`config.mk`:
```
export PLATFORM = sky130hd
export DESIGN_NAME = stream_packer_tx
export DESIGN_NICKNAME = d
export VERILOG_FILES = /design/src/rtl/stream_packer_tx_pkg.sv /design/src/rtl/stream_packer_tx_fifo.sv /design/src/rtl/stream_packer_tx.sv
export SDC_FILE = /design/constraint.sdc
export NUM_CORES = 1
export LEC_CHECK = 0
export CAP_MARGIN = 20
export CORE_MARGIN = 2
export CORE_UTILIZATION = 49
export DETAILED_ROUTE_END_ITERATION = 8
export PLACE_DENSITY = 0.68
export RECOVER_POWER = 50
export SETUP_SLACK_MARGIN = 0.2
export SLEW_MARGIN = 20
export SYNTH_ARGS = -nofsm -noshare
export SYNTH_HDL_FRONTEND = slang
export SYNTH_SLANG_ARGS = --single-unit
export TNS_END_PERCENT = 5
```
`constraint.sdc`:
```
create_clock -name clk -period 5.65 [get_ports clk]
set_clock_uncertainty 0.15 [all_clocks]
set_input_delay 0.565 -clock clk [delete_from_list [all_inputs] [get_ports clk]]
set_output_delay 0.565 -clock clk [all_outputs]
set_load 0.005 [all_outputs]
```
`src/rtl/stream_packer_tx_pkg.sv`:
```
// Shared types and helpers for the stream_packer_tx transmit packer.
// Holds the default idle pattern, the ratio/pointer-width helpers and the lane counter type.
package stream_packer_tx_pkg;

  localparam logic [63:0] DEFAULT_IDLE_PATTERN = 64'h0;
  localparam int          LANE_CNT_W           = 8;

  typedef logic [LANE_CNT_W-1:0] lane_cnt_t;

  function automatic int calc_ratio(input int data_width, input int in_width);
    return data_width / in_width;
  endfunction

  function automatic int calc_ptr_w(input int depth);
    return $clog2(depth) + 1;
  endfunction

endpackage

```
`src/rtl/stream_packer_tx_fifo.sv`:
```
// Synchronous word FIFO for stream_packer_tx with wrap-bit pointers and a registered level.
// Exposes the entry behind the head so the top can preload its output register on a pop.
module stream_packer_tx_fifo
  import stream_packer_tx_pkg::*;
#(
  parameter int DW    = 64,
  parameter int DEPTH = 4,
  parameter int PW    = calc_ptr_w(DEPTH)
) (
  input  logic          clk,
  input  logic          reset,
  input  logic          push,
  input  logic [DW-1:0] wr_data,
  input  logic          pop,
  output logic [DW-1:0] peek_next,
  output logic          full,
  output logic          empty,
  output logic [PW-1:0] level
);

  localparam int AW = PW - 1;

  logic [DW-1:0] mem [DEPTH];
  logic [PW-1:0] wr_ptr_r;
  logic [PW-1:0] rd_ptr_r;
  logic [PW-1:0] level_r;
  logic [AW-1:0] rd_next_idx_s;
  logic          push_ok_s;
  logic          pop_ok_s;

  // Same index with differing wrap bits means every slot is occupied.
  assign full          = (wr_ptr_r[AW] != rd_ptr_r[AW]) && (wr_ptr_r[AW-1:0] == rd_ptr_r[AW-1:0]);
  assign empty         = (wr_ptr_r == rd_ptr_r);
  assign push_ok_s     = push & ~full;
  assign pop_ok_s      = pop & ~empty;
  assign rd_next_idx_s = rd_ptr_r[AW-1:0] + AW'(1);
  assign peek_next     = mem[rd_next_idx_s];
  assign level         = level_r;

  always_ff @(posedge clk or posedge reset) begin
    if (reset) begin
      wr_ptr_r <= '0;
      rd_ptr_r <= '0;
      level_r  <= '0;
    end else begin
      if (push_ok_s) wr_ptr_r <= wr_ptr_r + PW'(1);
      if (pop_ok_s)  rd_ptr_r <= rd_ptr_r + PW'(1);
      case ({push_ok_s, pop_ok_s})
        2'b10:   level_r <= level_r + PW'(1);
        2'b01:   level_r <= level_r - PW'(1);
        default: level_r <= level_r;
      endcase
    end
  end

  always_ff @(posedge clk) begin
    if (push_ok_s) mem[wr_ptr_r[AW-1:0]] <= wr_data;
  end

endmodule

```
`src/rtl/stream_packer_tx.sv`:
```
// Packs RATIO narrow beats LSB-first into DATA_WIDTH words, buffers them and streams them out.
// Optional zero-padded early flush is enabled by defining STREAM_PACKER_TX_FLUSH_EN.
module stream_packer_tx
  import stream_packer_tx_pkg::*;
#(
  parameter int                    DATA_WIDTH   = 64,
  parameter int                    IN_WIDTH     = 16,
  parameter int                    FIFO_DEPTH   = 4,
  parameter logic [DATA_WIDTH-1:0] IDLE_PATTERN = DATA_WIDTH'(DEFAULT_IDLE_PATTERN)
) (
  input  logic                            clk,
  input  logic                            reset,
  input  logic                            in_valid,
  output logic                            in_ready,
  input  logic [IN_WIDTH-1:0]             in_data,
  output logic [DATA_WIDTH-1:0]           data,
  output logic                            out_valid,
  input  logic                            out_ready,
  output logic [$clog2(FIFO_DEPTH):0]     fill_level
`ifdef STREAM_PACKER_TX_FLUSH_EN
  ,
  input  logic                            flush
`endif
);

  localparam int RATIO = calc_ratio(DATA_WIDTH, IN_WIDTH);
  localparam int PTR_W = calc_ptr_w(FIFO_DEPTH);

  if ((DATA_WIDTH % IN_WIDTH) != 0 || RATIO < 2) begin : g_bad_ratio
    $error("stream_packer_tx: DATA_WIDTH must be a multiple of IN_WIDTH with RATIO >= 2");
  end
  if (FIFO_DEPTH < 2 || (FIFO_DEPTH & (FIFO_DEPTH - 1)) != 0) begin : g_bad_depth
    $error("stream_packer_tx: FIFO_DEPTH must be a power of two >= 2");
  end
  if (RATIO > (2 ** LANE_CNT_W)) begin : g_bad_lane_w
    $error("stream_packer_tx: RATIO exceeds lane counter range");
  end

  lane_cnt_t             lane_cnt_r;
  logic [DATA_WIDTH-1:0] word_r;
  logic [DATA_WIDTH-1:0] word_s;
  logic [DATA_WIDTH-1:0] data_r;
  logic [DATA_WIDTH-1:0] data_nxt_s;
  logic [DATA_WIDTH-1:0] peek_next_s;
  logic                  out_valid_r;
  logic                  valid_nxt_s;
  logic                  full_s;
  logic                  empty_s;
  logic [PTR_W-1:0]      level_s;
  logic                  in_ready_s;
  logic                  beat_acc_s;
  logic                  last_lane_s;
  logic                  flush_push_s;
  logic                  flush_pend_s;
  logic                  push_s;
  logic                  pop_s;

`ifdef STREAM_PACKER_TX_FLUSH_EN
  logic flush_pend_r;
  logic flush_act_s;

  // A flush only means something with a partial word; while full it waits for room.
  assign flush_act_s  = (flush | flush_pend_r) & (lane_cnt_r != lane_cnt_t'(0));
  assign flush_push_s = flush_act_s & ~full_s;
  assign flush_pend_s = flush_pend_r;

  always_ff @(posedge clk or posedge reset) begin
    if (reset) flush_pend_r <= 1'b0;
    else       flush_pend_r <= flush_act_s & full_s;
  end
`else
  assign flush_push_s = 1'b0;
  assign flush_pend_s = 1'b0;
`endif

  assign in_ready_s  = ~full_s & ~reset & ~flush_pend_s;
  assign beat_acc_s  = in_valid & in_ready_s;
  assign last_lane_s = (lane_cnt_r == lane_cnt_t'(RATIO - 1));
  assign push_s      = (beat_acc_s & last_lane_s) | flush_push_s;
  assign pop_s       = out_valid_r & out_ready;

  // Insert the current beat into its lane; unfilled lanes are already zero.
  always_comb begin
    word_s = word_r;
    if (beat_acc_s) begin
      word_s[lane_cnt_r*IN_WIDTH +: IN_WIDTH] = in_data;
    end else begin
      word_s = word_r;
    end
  end

  // word_r is cleared on every push so padding never picks up stale lanes.
  always_ff @(posedge clk or posedge reset) begin
    if (reset) begin
      lane_cnt_r <= '0;
      word_r     <= '0;
    end else if (push_s) begin
      lane_cnt_r <= '0;
      word_r     <= '0;
    end else if (beat_acc_s) begin
      lane_cnt_r <= lane_cnt_r + lane_cnt_t'(1);
      word_r     <= word_s;
    end
  end

  stream_packer_tx_fifo #(
    .DW    (DATA_WIDTH),
    .DEPTH (FIFO_DEPTH),
    .PW    (PTR_W)
  ) u_fifo (
    .clk       (clk),
    .reset     (reset),
    .push      (push_s),
    .wr_data   (word_s),
    .pop       (pop_s),
    .peek_next (peek_next_s),
    .full      (full_s),
    .empty     (empty_s),
    .level     (level_s)
  );

  // The output register tracks what the FIFO head will be after this edge.
  always_comb begin
    data_nxt_s  = data_r;
    valid_nxt_s = out_valid_r;
    case ({push_s, pop_s})
      2'b01: begin
        if (level_s == PTR_W'(1)) begin
          data_nxt_s  = IDLE_PATTERN;
          valid_nxt_s = 1'b0;
        end else begin
          data_nxt_s  = peek_next_s;
          valid_nxt_s = 1'b1;
        end
      end
      2'b11: begin
        valid_nxt_s = 1'b1;
        if (level_s == PTR_W'(1)) data_nxt_s = word_s;
        else                      data_nxt_s = peek_next_s;
      end
      2'b10: begin
        valid_nxt_s = 1'b1;
        if (empty_s) data_nxt_s = word_s;
        else         data_nxt_s = data_r;
      end
      default: begin
        data_nxt_s  = data_r;
        valid_nxt_s = out_valid_r;
      end
    endcase
  end

  always_ff @(posedge clk or posedge reset) begin
    if (reset) begin
      data_r      <= IDLE_PATTERN;
      out_valid_r <= 1'b0;
    end else begin
      data_r      <= data_nxt_s;
      out_valid_r <= valid_nxt_s;
    end
  end

  assign data       = data_r;
  assign out_valid  = out_valid_r;
  assign in_ready   = in_ready_s;
  assign fill_level = level_s;

endmodule

```
* After elaboration in Yosys (flattened, before gate mapping)
Memory sizes are Yosys's and may differ from the RTL's.
Index checks and enable logic that the tools add are counted.
** Word-level totals
- Register bits :: 146
- Latch bits :: 0
- Bits in writable memories :: 256
- Bits in read-only memories :: 0
- Input port bits :: 20
- Output and inout bits :: 69
- Logic and storage cells :: 59
- Memories kept :: 1
** Cells by class
- Add/subtract/negate cells :: 7
- Multipliers :: 0
- Div/mod/pow operators :: 0
- Magnitude comparators :: 0
- Equal/unequal tests :: 11
- Shifts and indexed selects :: 2
- Muxes and demuxes :: 15
- Bitwise gates (word level) :: 9
- Reduce and logical (&&, ||, !) cells :: 7
** Memory list
- u_fifo.mem :: depth 4, width 64, rd ports 1, clocked after memory_dff 0, write ports 1, RTL line stream_packer_tx_fifo.sv:23 : logic [DW-1:0] mem [DEPTH];
** Operators by type and width (count)
- 2-to-1 mux 64 bit :: 6
- one-hot mux 64 bit (3 select lines) :: 1
- bitwise mux 64 bit :: 1
- variable shift 16 x 34 -> 64 bit, first input constant :: 1
- indexed part select 16 x 34 -> 64 bit :: 1
- negation 12 -> 34 bit :: 1
- 2-to-1 mux 8 bit :: 2
- adder 3 x 1 -> 3 bit, second input constant :: 3
- adder 8 x 1 -> 8 bit, second input constant :: 1
- equality test 8 x 2 -> 1 bit, second input constant :: 1
- AND 1 bit :: 6
- equality test 2 bit, second input constant :: 3
- one-hot mux 3 bit (2 select lines) :: 1
- nonzero test 2 bit :: 3
- equality test 2 x 1 -> 1 bit, second input constant :: 2
- equality test 3 x 1 -> 1 bit, second input constant :: 1
- equality test 3 bit :: 1
- 2-to-1 mux 1 bit :: 3
- inverter 1 bit :: 3
- nonzero test 3 bit :: 1
- subtractor 3 x 1 -> 3 bit, second input constant :: 1
- adder 2 x 1 -> 2 bit, second input constant :: 1
- equality test 2 bit :: 1
- inequality test 2 x 1 -> 1 bit, second input constant :: 1
- 5 further kinds :: 5

* Longest topological paths before layout
- Depth in word-level cells :: 9
- Mapped depth :: 12
- Mapped depth without buffers :: 9

* Modules after synthesis
A second synthesis with hierarchy kept.
** Unflattened totals
- Cell total of the unflattened synthesis :: 1076
- Area total of the unflattened synthesis :: 16605.9 sq um
** By module, submodules not included
- stream_packer_tx_fifo :: times used 1, cells each 399, area each 9938.3 sq um, sequential area each 7912.6 sq um
- stream_packer_tx :: times used 1, cells each 677, area each 6667.6 sq um, sequential area each 3428.3 sq um

* Worst setup path after synthesis
OpenSTA, ideal clock, no wires.
- Path kind :: register to register
- Start :: reg lane_cnt_r[2]
- End :: mem u_fifo.mem[0][0], enable pin
- Arrival time :: 3479 ps
- Required time :: 5071 ps
- Slack :: 1593 ps
- Stages on the path, launching flop included :: 8
- Buffers on the path :: 3
- Period minus slack after synthesis :: 4057 ps
- Path through :: dfrtp_1 > clkbuf_1 > or4_1 > nor2_1 > and4b_1 > clkbuf_1 > clkbuf_1 > and2_1
** On the way
- Longest elaborated chain between the ends :: 5
** RTL lines
- from (decl) :: RTL line stream_packer_tx.sv:39 : lane_cnt_t lane_cnt_r;
- from (signal assigned) :: RTL line stream_packer_tx.sv:101 : lane_cnt_r <= lane_cnt_r + lane_cnt_t'(1);
- equality test 8 x 2 -> 1 bit :: RTL line stream_packer_tx.sv:78 : assign last_lane_s = (lane_cnt_r == lane_cnt_t'(RATIO - 1));
- AND 1 bit :: RTL line stream_packer_tx.sv:79 : assign push_s = (beat_acc_s & last_lane_s) | flush_push_s;
- AND 1 bit :: RTL line stream_packer_tx_fifo.sv:34 : assign push_ok_s = push & ~full;
- 2-to-1 mux 1 bit :: RTL line stream_packer_tx_fifo.sv:57 : if (push_ok_s) mem[wr_ptr_r[AW-1:0]] <= wr_data;
- 2-to-1 mux 1 bit (not written as such) :: RTL line stream_packer_tx_fifo.sv:57
- to (decl) :: RTL line stream_packer_tx_fifo.sv:23
Every way passes these cells.

* Worst setup path after layout
- Start :: reg lane_cnt_r[2]
- End :: reg word_r[46]
** On the way
- Longest elaborated chain between the ends :: 6
- Elaborated cells on any way between the ends :: 10
- Those cells by class :: add/sub (1); eq/ne (1); shift (2); mux (4); bitwise (1); reduce/logical (1)
** RTL lines
- negation 12 -> 34 bit (*) :: RTL line stream_packer_tx.sv:86 : word_s[lane_cnt_r*IN_WIDTH +: IN_WIDTH] = in_data;
- indexed part select 16 x 34 -> 64 bit / variable shift 16 x 34 -> 64 bit (equally long branches) :: RTL line stream_packer_tx.sv:86
- bitwise mux 64 bit (*) :: RTL line stream_packer_tx.sv:86
- 2-to-1 mux 64 bit (*) :: RTL line stream_packer_tx.sv:85 : if (beat_acc_s) begin
- named net u_fifo.wr_data[46] :: RTL line stream_packer_tx_fifo.sv:13 : input logic [DW-1:0] wr_data,
- 2-to-1 mux 64 bit (*) :: RTL line stream_packer_tx.sv:100 : end else if (beat_acc_s) begin
- 2-to-1 mux 64 bit (*) :: RTL line stream_packer_tx.sv:97 : end else if (push_s) begin
- to (signal assigned) :: RTL line stream_packer_tx.sv:102 : word_r <= word_s;
- to (decl) :: RTL line stream_packer_tx.sv:40 : logic [DATA_WIDTH-1:0] word_r;
Mark *: on every way through the listed nets, which the timed path passes. The rest lies on a longest branch. The select of a mux whose other input is x is not followed.
A chain may end at the register's enable or synchronous reset.

==> results.toml <==
[run_status]
status = "finished, violations left"
violations = "capacitance limit, slew limit"

[power_and_ir_drop]
p_per_area_mw_per_mm2 = 319
p_total_mw = 5.97
p_leak_nw = 7.21
peakVddDrop_mv = 0.241

[cts]
clkTransAtPathRegs_ns = 0.06
post_cts_resized = 0
cts_buffers = 40
cts_hold_buf = 0
clk-insertion-delay-late_ns = 0.53
cts_root_buffer = "clkbuf_16"
cts_tree = "done"
htree_levels = 2
cts_max_path_buffers = 3
postCtsSetupBuffers = 0
numClockSinks = 402

[placement]
hpwlAfterDp_um = 20800
place_area_mm2 = 0.0175
portBuffers = 88
pre_cts_ws_ns = 1.48
gp_congestion = 0.816

[routing]
avgViaCountPerCell = 5.69
drc = 0
wl_per_cell_um = 22.7
ant_nets = 0
num_vias = 8935
first_iter_violations = 729
finalWirelength_um = 35600
drt_pass1_iterations = 5

[worst_setup_path]
crit_slowest_cell = "clkbuf_1"
path_cells = "or4_1 > nor4_1 > ha_1 > nor4b_1 > nor2b_1 > o2111ai_1 > clkbuf_1 > o21ai_0 > and2_1"
worstPathRequired_ns = 5.91
crit_path_start_kind = "flop"
cp_num_buf_inv = 1
cpLargestDelayFamily = "simple AND/OR/NAND/NOR gates"
cp_slowest_stage_delay_ns = 1.01
crit_arrival_ns = 4.63
r2r_setup_slack_ns = 1.28
crit_path_end_kind = "flop"
worstPathMaxFanout = 29
critical_path_class = "flop to flop"

[floorplan]
floorplan.initialDensity_pct = 49.4
die_y_um = 184
dieArea_mm2 = 0.0340
io_pins = 89
design.core.area_mm2 = 0.0323
dieWidth_um = 184
std_cell_rows = 66

[timing]
tightest_slew_ns = 3.61
min_period_over_period_pct = 77.4
clock.fmax_mhz = 229
timing.final.max_slew_violations = 113
rsz0062_at_grt = "false"
setup_viol = 0
hold_viol = 0
relSlewSlack_pct = -142
setup_ws_ns = 1.28
fin_crit_ns = 4.37
setup_tns_ns = 0

[global_route]
grt_pass1_wl_um = 54800
grt_start_max_net_pins = 76
grt.total_usage_pct = 21.6
overflow = 0
grt_pass1_vias = 9280
antenna_found_initial = 1

[finish]
drive_above_1_share_pct = 14.8
final_common_cell = "edfxtp_1"
fin_util_pct = 57.9
n_fill_cell = 2482
multi_input_area_mm2 = 0.00412
final-seq-area_mm2 = 0.0113
fin_nets = 1127
area_growth_syn_to_layout_pct = 17.3
final_cell_mix = "edfxtp_1, dfrtp_1, nor2_1"
final_area_mm2 = 0.0187
antenna_cells = 0

[synth]
yosys_register_bits = 402
yosys_warnings = 0
synth-main-ff-cell = "edfxtp_1"
ys_types = 50
syn-num-nets = 1027
synth_enable_flop_cells = 256
synth_cells = 995
syn_area_mm2 = 0.0159
ys_seq_area_share_pct = 71.2
async_flop_share_pct = 36.3
syn_avg_cell_area_um2 = 16.0

[run]
maxCapViolCount = 2

[min_path]
holdCritPathClass = "flop to flop"
-- report_power, final --
| group | internal, mW | switching [mW] | leakage (nW) |
|---|---|---|---|
| Combinational | 0.0803 | 0.157 | 2.54 |
| Clock | 1.50 | 1.05 | 0.624 |
| Sequential | 3.14 | 0.0493 | 4.05 |
-- flip-flops by register name (all words and copies together), names as in the netlist --
register / cells
data: 64
u_fifo.level: 3
lane_cnt_r: 8
word_r: 64
out_valid: 1
u_fifo.rd_ptr_r: 3
u_fifo.mem: 256
u_fifo.wr_ptr_r: 3
-- area by class of cell --
cell class	instances	share of cell area [%]
Timing Repair Buffer	112	6.06
Sequential cell	402	60.7
Clock buffer	65	6.40
Multi-Input combinational cell	467	22.0
Inverter	72	1.45
Clock inverter	9	0.402
Tap cell	442	2.96
-- worst paths after layout --
check / end / from / cells past startpoint
min in group asynchronous: out_valid$_DFFE_PP0P_ / reset / 2
max: word_r[46]$_DFFE_PP0P_ / lane_cnt_r[2]$_DFFE_PP0P_ / 9
max reg2reg: word_r[46]$_DFFE_PP0P_ / lane_cnt_r[2]$_DFFE_PP0P_ / 9
min reg2reg: u_fifo.level[2]$_DFFE_PP0P_ / u_fifo.level[2]$_DFFE_PP0P_ / 1
min: u_fifo.level[2]$_DFFE_PP0P_ / u_fifo.level[2]$_DFFE_PP0P_ / 1
max in group asynchronous: data[44]$_DFFE_PP0P_ / reset / 3
-- synth_stat cells, types with 2 or more instances --
library cell | number | area share [%]
buf_6 | 3 | 0.21
nor4_1 | 2 | 0.078
ha_1 | 12 | 0.94
o21ai_1 | 10 | 0.31
buf_2 | 2 | 0.063
mux2i_2 | 10 | 0.86
dfrtp_1 | 146 | 23
nand4_1 | 3 | 0.12
a21oi_1 | 14 | 0.44
xor2_1 | 7 | 0.38
mux2_2 | 2 | 0.14
o21a_1 | 2 | 0.094
nor3b_1 | 2 | 0.094
and3_1 | 2 | 0.078
and2_1 | 10 | 0.39
nand2_1 | 37 | 0.87
o31ai_1 | 2 | 0.094
buf_1 | 9 | 0.21
nor3_1 | 5 | 0.16
xnor2_1 | 11 | 0.60
o21ai_0 | 57 | 1.8
a21o_1 | 5 | 0.24
mux2i_1 | 40 | 2.5
edfxtp_1 | 256 | 48
nor2b_1 | 2 | 0.078
clkbuf_1 | 39 | 0.92
a22o_1 | 4 | 0.22
inv_1 | 72 | 1.7
mux4_2 | 64 | 9.0
nor2_1 | 85 | 2.0
a22oi_1 | 60 | 2.8
or4_1 | 2 | 0.094
-- kinds of logic after synthesis --
kind of cell | after synthesis | share of synthesized area, %
buffers and inverters | 126 | 3.20
adder cells (fa/ha/maj) | 12 | 0.942
multiplexers | 116 | 12.6
AND/OR/NAND/NOR | 161 | 4.66
flip-flops | 402 | 71.2
XOR/XNOR | 18 | 0.989
AO/OA/AOI/OAI | 160 | 6.49
-- per-layer routing --
layer,up-vias,wire [µm],GRT usage (%)
li1,3908,-,-
met1,4717,15400,30.4
met2,255,17600,36.0
met3,55,1830,2.94
met4,0,731,5.70
met5,-,0,0
-- stage by stage --
step	cells	hold WS (ns)
after detailed placement	1495	0.330
after global routing	1569	0.363
final	1569	0.339
after global placement	1494	0.332
after CTS	1569	0.342
after floorplan	995	0.308
Power figures use the tool's default switching activity.
